--- config.mk ---
export PLATFORM = sky130hd
export DESIGN_NAME = hamming_encoder_15_11
export DESIGN_NICKNAME = d
export VERILOG_FILES = /design/src/rtl/hamming_pkg.sv /design/src/rtl/hamming_parity_15_11.sv /design/src/rtl/hamming_encoder_15_11.sv
export SDC_FILE = /design/constraint.sdc
export NUM_CORES = 1
export LEC_CHECK = 0
export CAP_MARGIN = 15
export CORE_MARGIN = 2
export CORE_UTILIZATION = 38
export DETAILED_ROUTE_END_ITERATION = 10
export PLACE_DENSITY_LB_ADDON = 0.05
export SYNTH_ARGS = -nofsm -noshare
export SYNTH_HDL_FRONTEND = slang
export SYNTH_SLANG_ARGS = --single-unit
--- constraint.sdc ---
create_clock -name clk -period 1.61 [get_ports clk]
set_input_delay 0.161 -clock clk [delete_from_list [all_inputs] [get_ports clk]]
set_output_delay 0.161 -clock clk [all_outputs]
set_load 0.005 [all_outputs]
--- src/rtl/hamming_pkg.sv ---
// Shared Hamming(15,11) constants, data-position table and encoder state type.
// HAMMING_SECDED_EN widens the codeword by one overall-parity bit.
package hamming_pkg;

    localparam int unsigned DATA_W = 11;
    localparam int unsigned CODE_W = 15;
    localparam int unsigned PAR_W  = 4;
    localparam int unsigned IDX_W  = 4;

`ifdef HAMMING_SECDED_EN
    localparam int unsigned OUT_W = CODE_W + 1;
`else
    localparam int unsigned OUT_W = CODE_W;
`endif

    // 1-based codeword position of data bit d1..d11
    localparam int unsigned DATA_POS [DATA_W] = '{3, 5, 6, 7, 9, 10, 11, 12, 13, 14, 15};

    typedef enum logic [1:0] {
        IDLE = 2'd0,
        SEND = 2'd1,
        GAP  = 2'd2
    } enc_state_e;

endpackage

--- src/rtl/hamming_parity_15_11.sv ---
// Combinational Hamming(15,11) builder: scatters data to its positions and fills
// the even-parity bits at positions 1,2,4,8. Shared with the decoder syndrome check.
module hamming_parity_15_11
    import hamming_pkg::*;
(
    input  logic [DATA_W-1:0] data_in,
    output logic [CODE_W-1:0] codeword_c
);

    logic [CODE_W-1:0] data_word;
    logic [PAR_W-1:0]  parity;

    always_comb begin
        data_word = '0;
        for (int i = 0; i < int'(DATA_W); i++) begin
            data_word[4'(DATA_POS[i] - 1)] = data_in[4'(i)];
        end
    end

    // Parity positions are still zero in data_word, so each check covers all positions with bit k set
    always_comb begin
        parity = '0;
        for (int k = 0; k < int'(PAR_W); k++) begin
            for (int j = 1; j <= int'(CODE_W); j++) begin
                if (((j >> k) & 1) == 1) begin
                    parity[2'(k)] = parity[2'(k)] ^ data_word[4'(j - 1)];
                end
            end
        end
    end

    always_comb begin
        codeword_c = data_word;
        for (int k = 0; k < int'(PAR_W); k++) begin
            codeword_c[4'((1 << k) - 1)] = parity[2'(k)];
        end
    end

endmodule

--- src/rtl/hamming_encoder_15_11.sv ---
// Hamming(15,11) encoder: accepts an 11-bit word, serialises the codeword LSB-first on a
// valid/ready stream, then idles GAP_CYCLES. HAMMING_SECDED_EN appends overall parity p0.
module hamming_encoder_15_11
    import hamming_pkg::*;
#(
    parameter int unsigned GAP_CYCLES = 0
) (
    input  logic              clk,
    input  logic              reset,
    input  logic [DATA_W-1:0] data_in,
    input  logic              in_valid,
    output logic              in_ready,
    output logic              ser_out,
    output logic              ser_valid,
    input  logic              ser_ready,
    output logic              ser_last,
    output logic [OUT_W-1:0]  codeword
);

    localparam logic [IDX_W-1:0] LAST_IDX = IDX_W'(OUT_W - 1);
    localparam logic [IDX_W-1:0] GAP_LAST = (GAP_CYCLES == 0) ? '0 : IDX_W'(GAP_CYCLES - 1);

    logic [CODE_W-1:0] enc_c;
    logic [OUT_W-1:0]  enc_word;

    hamming_parity_15_11 u_parity (
        .data_in    (data_in),
        .codeword_c (enc_c)
    );

`ifdef HAMMING_SECDED_EN
    assign enc_word = {^enc_c, enc_c};
`else
    assign enc_word = enc_c;
`endif

    enc_state_e       state, state_d;
    logic [IDX_W-1:0] idx, idx_d, idx_inc;
    logic [IDX_W-1:0] gap_cnt, gap_cnt_d;
    logic [OUT_W-1:0] codeword_d;
    logic             in_ready_d, ser_out_d, ser_valid_d, ser_last_d;

    // Next-state and next-output logic; every register holds unless updated
    always_comb begin
        state_d     = state;
        idx_d       = idx;
        gap_cnt_d   = gap_cnt;
        codeword_d  = codeword;
        in_ready_d  = in_ready;
        ser_out_d   = ser_out;
        ser_valid_d = ser_valid;
        ser_last_d  = ser_last;
        idx_inc     = idx + IDX_W'(1);

        case (state)
            IDLE: begin
                if (in_valid) begin
                    state_d     = SEND;
                    idx_d       = '0;
                    codeword_d  = enc_word;
                    in_ready_d  = 1'b0;
                    ser_valid_d = 1'b1;
                    ser_out_d   = enc_word[0];
                    ser_last_d  = (LAST_IDX == '0);
                end
            end
            SEND: begin
                if (ser_valid && ser_ready) begin
                    if (idx == LAST_IDX) begin
                        ser_valid_d = 1'b0;
                        ser_last_d  = 1'b0;
                        ser_out_d   = 1'b0;
                        gap_cnt_d   = '0;
                        if (GAP_CYCLES == 0) begin
                            state_d    = IDLE;
                            in_ready_d = 1'b1;
                        end else begin
                            state_d = GAP;
                        end
                    end else begin
                        idx_d      = idx_inc;
                        ser_out_d  = codeword[idx_inc];
                        ser_last_d = (idx_inc == LAST_IDX);
                    end
                end
            end
            GAP: begin
                if (gap_cnt == GAP_LAST) begin
                    state_d    = IDLE;
                    in_ready_d = 1'b1;
                end else begin
                    gap_cnt_d = gap_cnt + IDX_W'(1);
                end
            end
            default: begin
                state_d     = IDLE;
                in_ready_d  = 1'b1;
                ser_valid_d = 1'b0;
                ser_last_d  = 1'b0;
            end
        endcase
    end

    always_ff @(posedge clk or negedge reset) begin
        if (!reset) begin
            state     <= IDLE;
            idx       <= '0;
            gap_cnt   <= '0;
            codeword  <= '0;
            in_ready  <= 1'b1;
            ser_out   <= 1'b0;
            ser_valid <= 1'b0;
            ser_last  <= 1'b0;
        end else begin
            state     <= state_d;
            idx       <= idx_d;
            gap_cnt   <= gap_cnt_d;
            codeword  <= codeword_d;
            in_ready  <= in_ready_d;
            ser_out   <= ser_out_d;
            ser_valid <= ser_valid_d;
            ser_last  <= ser_last_d;
        end
    end

endmodule

==> impl_metrics.json <==
{
  "clock_path_buffers": 2,
  "setup_viol": 0,
  "grt_max_degree": 17,
  "synth-edff-count": 0,
  "grt_use_total_pct": 15.45,
  "worst_setup_path_end_kind": "register",
  "crit_required_ps": 1800,
  "status": "finished clean",
  "hold_viol_final": 0,
  "syn2layout_area_growth_pct": 36.28,
  "synth-xor-area-share_pct": 2.032,
  "drt-pass1-iter-count": 2,
  "fin_util_pct": 54.15,
  "synth-compound-area-share_pct": 8.418,
  "synthSimpleGateAreaFrac_pct": 22.35,
  "powerDensity_nw_per_um2": 1617,
  "syn_area_per_cell_um2": 9.370,
  "synth-async-reset-ratio_pct": 100.0,
  "cts_tree": "done",
  "row_count": 17,
  "min_path_type": "in2async",
  "setup_tns_ps": 0,
  "path_clk_slew_ps": 100,
  "slowest_stage": "dfrtp_1",
  "clock_latency_ps": 290,
  "htreeDepth": 1,
  "drtIter0Drc": 3,
  "clkSinkCount": 16,
  "critPathMaxStageDelay_ps": 390,
  "hpwl_mm": 1.310,
  "dominantRegCellSynth": "dfrtp_1",
  "timing.hold.ws_ps": 183.3,
  "synth_top_family_by_area": "simple AND/OR/NAND/NOR gates",
  "synth_cell_types": 27,
  "cts_buffers": 3,
  "overflow": 0,
  "start_kind": "register",
  "syn_inst": 92,
  "drc_errors": 0,
  "synthDominantCellAreaShare_pct": 43.54,
  "start_util_pct": 39.73,
  "dieArea_um2": 2666,
  "gp_congestion": 0.8144,
  "synth_top_cell_by_area": "dfrtp_1",
  "wl_per_cell_um": 11.58,
  "core_um2": 2170,
  "post-synth-top-count-cell": "nand2_1",
  "drive_above_1_share_pct": 12.30,
  "synthMuxAreaShare_pct": 6.531,
  "ys_ff_latch": 16,
  "vias_per_cell": 4.613,
  "grt_pass1_wl_mm": 2.953,
  "synthesis.area_um2": 862.1,
  "period_minus_slack_ps": 1493,
  "cts_root_buf": "clkbuf_4",
  "wl_mm": 1.737,
  "postCtsSetupBuffers": 0,
  "antenna_found_initial": 0,
  "cp.arrival_ps": 1680,
  "crit_type": "reg2reg",
  "synth_common_cells": "nand2_1, dfrtp_1, buf_4",
  "die_w_um": 51.63,
  "irDropWorstVdd_mv": 0.8105,
  "period_share_pct": 92.75,
  "power_leakage_nw": 0.5745,
  "io_pins": 34,
  "final_nets": 141,
  "num_vias": 692,
  "synthAdderAreaFrac_pct": 4.354,
  "die_height_um": 51.63,
  "yosys_warnings": 0,
  "maxCapViolCount": 0,
  "n_antenna_cell": 0,
  "port_buffers": 23,
  "clock-skew-final_ps": 2.152,
  "synth_seq_area_share_pct": 46.59,
  "ant_nets": 0,
  "grt_pass1_vias": 651,
  "crit_chain": "inv_1 -> ha_4 -> and3_4 -> or2_1 -> nor2_1 -> a31o_2",
  "rsz0062_at_grt": "false",
  "worst-path-max-fanout": 7,
  "synthTopCellsByArea": "dfrtp_1, nand2_1, buf_4",
  "final_max_slew_viol_count": 0,
  "fmax_ghz": 0.6696
}
-- layer usage --
layer	vias up	GRT usage (%)	wire, um
met4	0	7.895	25
met5	-	0	0
li1	349	-	-
met1	323	19.63	807
met3	4	3.736	79
met2	16	24.36	824
-- repair_timing --
| action | in CTS | in global routing |
|---|---|---|
| resized for setup | 0 | 1 |
| hold buffers | 0 | 0 |
| setup endpoints to repair | 0 | 1 |
-- worst paths after layout --
kind                         startpoint           end  slack (ps)  depth (start not counted)
setup reg to reg                 idx[0]        idx[3]         120                          6
min in group clk             data_in[3]   codeword[6]         390                          3
setup / recovery                 idx[0]        idx[3]         120                          6
hold / removal                    reset        idx[0]         180                          2
hold reg to reg            codeword[10]  codeword[10]         510                          2
max in group asynchronous         reset      in_ready        1180                          2
-- cell type report --
| cell class | count | area, um2 |
|---|---|---|
| Fill cell | 220 | 994.7 |
| Tap cell | 28 | 35.03 |
| Timing Repair Buffer | 29 | 275.3 |
| Inverter | 3 | 11.26 |
| Clock buffer | 4 | 36.28 |
| Multi-Input combinational cell | 70 | 415.4 |
| Sequential cell | 16 | 401.6 |
-- kinds of logic (layout without fill, tap and decap cells) --
group | count (synthesis) | after routing
and+or+nand+nor | 43 | 43
DFF | 16 | 16
buffers and inverters | 12 | 36
AOI/OAI and AO/OA | 11 | 11
muxes | 4 | 4
adders and majority gates | 3 | 3
xor gates and xnor gates | 2 | 2
other | 1 | 7
-- flip-flops by register name (all words and copies together), names as in the netlist --
signal	flops
ser_valid	1
in_ready	1
ser_last	1
idx	4
codeword	8
ser_out	1
-- stage by stage --
stage | power [mW] | worst slack, ps | instances | area [um2]
after floorplan | 1.192 | 40.04 | 98 | 884.6
after global placement | 1.591 | 66.60 | 146 | 1126
after detailed placement | 1.609 | 50.65 | 146 | 1126
after CTS | 1.889 | 26.59 | 150 | 1162
after global routing | 2.076 | 10.30 | 150 | 1175
final | 1.899 | 116.7 | 150 | 1175
-- where the power goes --
group	internal [mW]	switching [mW]	total, mW
Clock	0.138	0.132	0.270
Sequential	0.573	0.141	0.714
Combinational	0.534	0.382	0.916
-- critical path: cells and delay by family (launching register included) --
| kind | cells | cell delay, ps |
|---|---|---|
| AO/OA/AOI/OAI | 1 | 210 |
| adder cells (fa/ha/maj) | 1 | 140 |
| buffers and inverters | 1 | 130 |
| flip-flops | 1 | 390 |
| AND/OR/NAND/NOR | 3 | 520 |
-- placed cells by master, fill, tap and decap left out, drive strengths merged --
| cell | count |
|---|---|
| nand3b | 1 |
| dfstp | 1 |
| mux4 | 1 |
| o31ai | 1 |
| clkdlybuf4s50 | 23 |
| nor3b | 2 |
| nor2 | 4 |
| ha | 3 |
| conb | 7 |
| nand2b | 1 |
| and3 | 2 |
| nand3 | 4 |
| inv | 3 |
| clkbuf | 4 |
| o21ai | 5 |
| a41oi | 1 |
| buf | 6 |
| mux2i | 3 |
| xor2 | 2 |
| a31o | 1 |
| nand2 | 28 |
| or2 | 1 |
| a21o | 1 |
| dfrtp | 15 |
| a21oi | 2 |
(Power assumes the default switching activity.)
==> edit 1 (same flow settings) <==
Add a define of `HAMMING_SECDED_EN`.
--- a/src/rtl/hamming_pkg.sv
+++ b/src/rtl/hamming_pkg.sv
@@ -1,5 +1,7 @@
 // Shared Hamming(15,11) constants, data-position table and encoder state type.
 // HAMMING_SECDED_EN widens the codeword by one overall-parity bit.
+`define HAMMING_SECDED_EN
+
 package hamming_pkg;
 
     localparam int unsigned DATA_W = 11;
Ports: changed (resized codeword); port bits go from 34 to 35. The function was not compared with the original's and may differ.
==> edit 1 against the original RTL <==
The flow now finishes with violations (setup timing). Clock power down 18%. Routed wire length up 3.2%. Final cell count up 5.3%. Sequential cell count unchanged. Total power up 5.3%. Cell area up 5.8%. Critical endpoint is now ser_out. Synthesized area down 1.5%. Worst setup slack worse by 0.15 ns.
==> edit 1: results (changes against the original RTL) <==
logic_synthesis:
  synth_area_leaders: "dfrtp_1, nand2_1, buf_4"
  ys_seq_area_share_pct: 47.28  # +0.69 points
  ys_types: 27  # unchanged
  synth_common_cells: "nand2_1, dfrtp_1, buf_4, nand3_1, o21ai_0"
  syn_area_per_cell_um2: 8.943  # -4.6%
global_routing:
  grt_pass1_wl_um: 3153  # +6.8%
  grtUsageMet1_pct: 21.42  # +1.8 points
  use_met2_pct: 25.76  # +1.4 points
  grt_pass1_vias: 721  # +11%
  grt_use_met3_pct: 3.801  # +0.066 points
  grt_use_total_pct: 16.26  # +0.81 points
placement:
  post-place-ws_ns: -0.05440  # -0.1051 ns
  dp_hpwl_um: 1408  # +7.5%
  port_buffers: 23  # unchanged
  gp_congestion: 0.7527  # -7.6%
  place_area_um2: 1185  # +5.2%
timing:
  setup_tns_ns: -0.03267  # -0.03267 ns
  finClkSkew_ns: 0.009013  # +0.006862 ns
  setup_viol: 1  # +1
  setup_ws_ns: -0.03267  # -0.1493 ns
final_layout:
  final_nets: 148  # +5.0%
  drive_above_1_share_pct: 21.54  # +9.2 points
  num_antenna_cells: 0  # unchanged
route:
  drt_iter0_markers: 18  # +15
  drt_first_pass_iters: 4  # +2
  wirelength_um: 1793  # +3.2%
  routedWlPerCell_um: 11.35  # -2.0%
  num_vias: 731  # +5.6%
  wl_met1_um: 821  # +1.7%
  routed-wl-met3_um: 59  # -25%
  dr_wl_met2_um: 891  # +8.1%
pwr:
  max-vdd-ir-drop_mv: 0.8882  # +9.6%
  leakage_nw: 0.5810  # +1.1%
cts:
  postCtsSetupBuffers: 0  # unchanged
min_path:
  worstHoldPathType: "in -> async"
outcome:
  violations: "setup timing"
  status: "finished with violations"
setup_path:
  crit_fanout: 3  # -4
## edit 1: cell count changes in the layout (fill, tap and decap cells not counted), moves of 2 or more
cell and delta:
buf_4 +5, nor3b_1 -2, ha_1 -2, nor2_1 -2, nand3_1 +4, mux2i_1 -3
o21ai_0 +2
## edit 1: repair_timing
item	CTS	global route
gates cloned	0	0
gates resized for setup	5	3
pin swaps	3	2
setup endpoints to repair	1	1
## edit 1: cells by family (layout without fill, tap and decap cells)
family | after synthesis | count (layout) | synth area share [%]
xor gates and xnor gates | 3 | 3 | 3.093
buffers and inverters | 15 | 43 | 10.31
and+or+nand+nor | 45 | 45 | 24.45
adders and majority gates | 2 | 2 | 2.945
AOI/OAI and AO/OA | 11 | 11 | 7.512
other | 1 | 8 | 0.4414
muxes | 2 | 2 | 3.976
DFF | 16 | 16 | 47.28
## edit 1: path summary, 6_finish.rpt
kind	start	endpoint	slack (ns)	cells after the start
max	idx[1]	ser_out	-0.03	5
min	reset	codeword[4]	0.18	2
max reg2reg	idx[1]	ser_out	-0.03	5
min reg2reg	ser_last	ser_last	0.51	2
max in group asynchronous	reset	in_ready	1.18	2
min in group clk	data_in[5]	codeword[9]	0.39	3
## edit 1: critical path, stage by stage (launching register included)
cell     delay, ns
dfrtp_2       0.46
ha_4          0.18
and3_4        0.18
or2_4         0.22
or4_1         0.46
nand3_1       0.08
## edit 1: power by group
group          switching [mW]  leakage [nW]  internal (mW)  total [mW]
sequential              0.170         0.196          0.569       0.739
combinational           0.387         0.370          0.653        1.04
clock                   0.125        0.0150         0.0961       0.221
total                   0.682         0.581           1.32        2.00
## edit 1: area by class of cell
cell class                 count  area (um^2)
timing repair buffer          35        324.1
tap                           28        35.03
multi-input combinational     71        439.2
fill                         220        927.1
inverter                       4        15.01
clock buffer                   4        26.28
sequential                    16        402.9
==> edit 2 (config.mk and constraints unchanged) <==
Made on the original files. Compare `idx` against `LAST_IDX` with >= in place of ==.
--- a/src/rtl/hamming_encoder_15_11.sv
+++ b/src/rtl/hamming_encoder_15_11.sv
@@ -66,7 +66,7 @@
             end
             SEND: begin
                 if (ser_valid && ser_ready) begin
-                    if (idx == LAST_IDX) begin
+                    if (idx >= LAST_IDX) begin
                         ser_valid_d = 1'b0;
                         ser_last_d  = 1'b0;
                         ser_out_d   = 1'b0;
Behaviour: same outputs for any inputs over 10 cycles, from zero or initial values and one cycle with reset low; that may be too few to reach the edited logic, so the function may still have changed.
==> edit 2 against the original RTL <==
Sequential cell count unchanged. Die area increased by 0.80%. Critical endpoint is now ser_out. Cell area increased by 6.4%. Worst setup slack got worse by 0.043 ns. Combinational power increased by 31%. Routed wire length increased by 5.4%. Sequential share of layout area decreased by 2.0 points. Global-route usage decreased by 0.36 points. Synthesized area increased by 0.87%. Hold slack got worse by 0.0041 ns. Total power increased by 18%.
==> edit 2: results (changes against the original RTL) <==
timing:
  finClkSkew_ns: 0.006905  # +0.004753 ns
logic_synthesis:
  synth_common_cells: "nand2_1, dfrtp_1, buf_4"
  synth-adder-area-share_pct: 4.317  # -0.038 points
  muxShareOfSynthArea_pct: 5.755  # -0.78 points
  ys_types: 31  # +15%
  synthArstFlopShare_pct: 100.0  # unchanged
  synth_ff_type: "dfrtp_1"
  ys_seq_area_share_pct: 46.19  # -0.40 points
  ys_warn_count: 0  # unchanged
  synth_area_leaders: "dfrtp_1, nand2_1, buf_4"
  synth_xor_area_share_pct: 2.878  # +0.85 points
  synth_compound_area_share_pct: 10.65  # +2.2 points
  yosysMostFrequentCell: "nand2_1"
final_layout:
  reg.largest.list: "codeword x8, idx x4"
  final_nets: 147  # +4.3%
  drive_above_1_share_pct: 19.53  # +7.2 points
  regMostFlops: "codeword"
  num_antenna_cells: 0  # unchanged
cts:
  path_clk_slew_ns: 0.10  # about the same
  ctsRootBufferMaster: "clkbuf_4"
  cts_htree_levels: 1  # unchanged
  clk_latency_ns: 0.29  # about the same
  cts_inserted_buffers: 3  # unchanged
  cts_buffer_depth: 2  # unchanged
global_routing:
  grt_max_degree: 17  # unchanged
  grt_pass1_wl_um: 2911  # -1.4%
  use_met2_pct: 23.21  # -1.2 points
  grt_use_total_pct: 15.09  # -0.36 points
  antenna_found_initial: 0  # unchanged
  grt_pass1_vias: 672  # +3.2%
  grtUsageMet1_pct: 19.60  # -0.032 points
  grt_use_met3_pct: 3.448  # -0.29 points
route:
  drt_iter0_markers: 9  # +6
  viasPerCell: 4.603  # -0.23%
  drt_first_pass_iters: 3  # +1
  dr_wl_met2_um: 872  # +5.8%
  highest_layer: "met4"
  routed-wl-met3_um: 67  # -15%
  wirelength_um: 1831  # +5.4%
  wl_met1_um: 875  # +8.4%
placement:
  dp_hpwl_um: 1348  # +2.9%
  gp_congestion: 0.8219  # +0.92%
setup_path:
  crit_fanout: 4  # -3
  worstSetupPathType: "reg -> reg"
  cp_data_arrival_time_ns: 1.74  # +0.06 ns
  reg2reg_from: "idx[1]"
pwr:
  power.share.sequential_pct: 34.4  # -3.2 points
  powerDensity_nw_per_um2: 1797  # +11%
  power_frac_comb_pct: 53.4  # +5.2 points
  leakage_nw: 0.5933  # +3.3%
  max-vdd-ir-drop_mv: 0.8668  # +6.9%
  sw_frac_of_total_pct: 35.73  # +1.2 points
min_path:
  worstHoldPathType: "in -> async"
outcome:
  status: "complete, no violations"
## edit 2: changes by cell type in the layout (fill, tap and decap cells not counted), sizes merged, moves of 2 or more
cell and delta:
nor2b +2, o21ai -3, buf +5, mux2i +2
## edit 2: final timing paths
check / endpoint / cells after the start / slack, ns
max: ser_out / 5 / 0.07
min reg2reg: ser_out / 2 / 0.50
max in group asynchronous: in_ready / 2 / 1.17
min: ser_out / 2 / 0.18
min in group clk: codeword[9] / 3 / 0.38
max reg2reg: ser_out / 5 / 0.07
## edit 2: critical path, stage by stage (launching register included)
cell and delay (ns):
dfrtp_2 0.42, ha_2 0.26, xor2_4 0.20, mux2i_1 0.27, a221oi_2 0.08, o31ai_1 0.20
## edit 2: timing repair
| action | CTS | global route |
|---|---|---|
| setup buffers | 1 | 1 |
| endpoints found under the setup margin | 1 | 6 |
| pin swaps | 0 | 3 |
| hold endpoints to repair | 0 | 0 |
| hold buffers | 0 | 0 |
| resized for setup | 2 | 5 |
## edit 2: layout make-up
cell class	instances	area (um^2)
clock buffers	4	36.28
fillers	215	940.9
inverters	2	7.507
multi-input cells	72	455.4
flip-flops and latches	16	402.9
well taps	28	35.03
repair buffers	34	312.8
## edit 2: stage by stage
stage / instances / util [%] / worst slack, ns / hold WS (ns) / instance area (um^2)
4_1_cts: 155 / 55.51 / 0.02176 / 0.1781 / 1216
6_report: 156 / 57.05 / 0.07364 / 0.1792 / 1250
5_1_grt: 156 / 57.05 / -0.02382 / 0.1793 / 1250
3_3_place_gp: 150 / 52.94 / -0.01796 / 0.4731 / 1160
2_1_floorplan: 100 / - / 0.008730 / -0.1346 / 900.9
3_5_place_dp: 150 / 52.94 / -0.05015 / 0.4815 / 1160
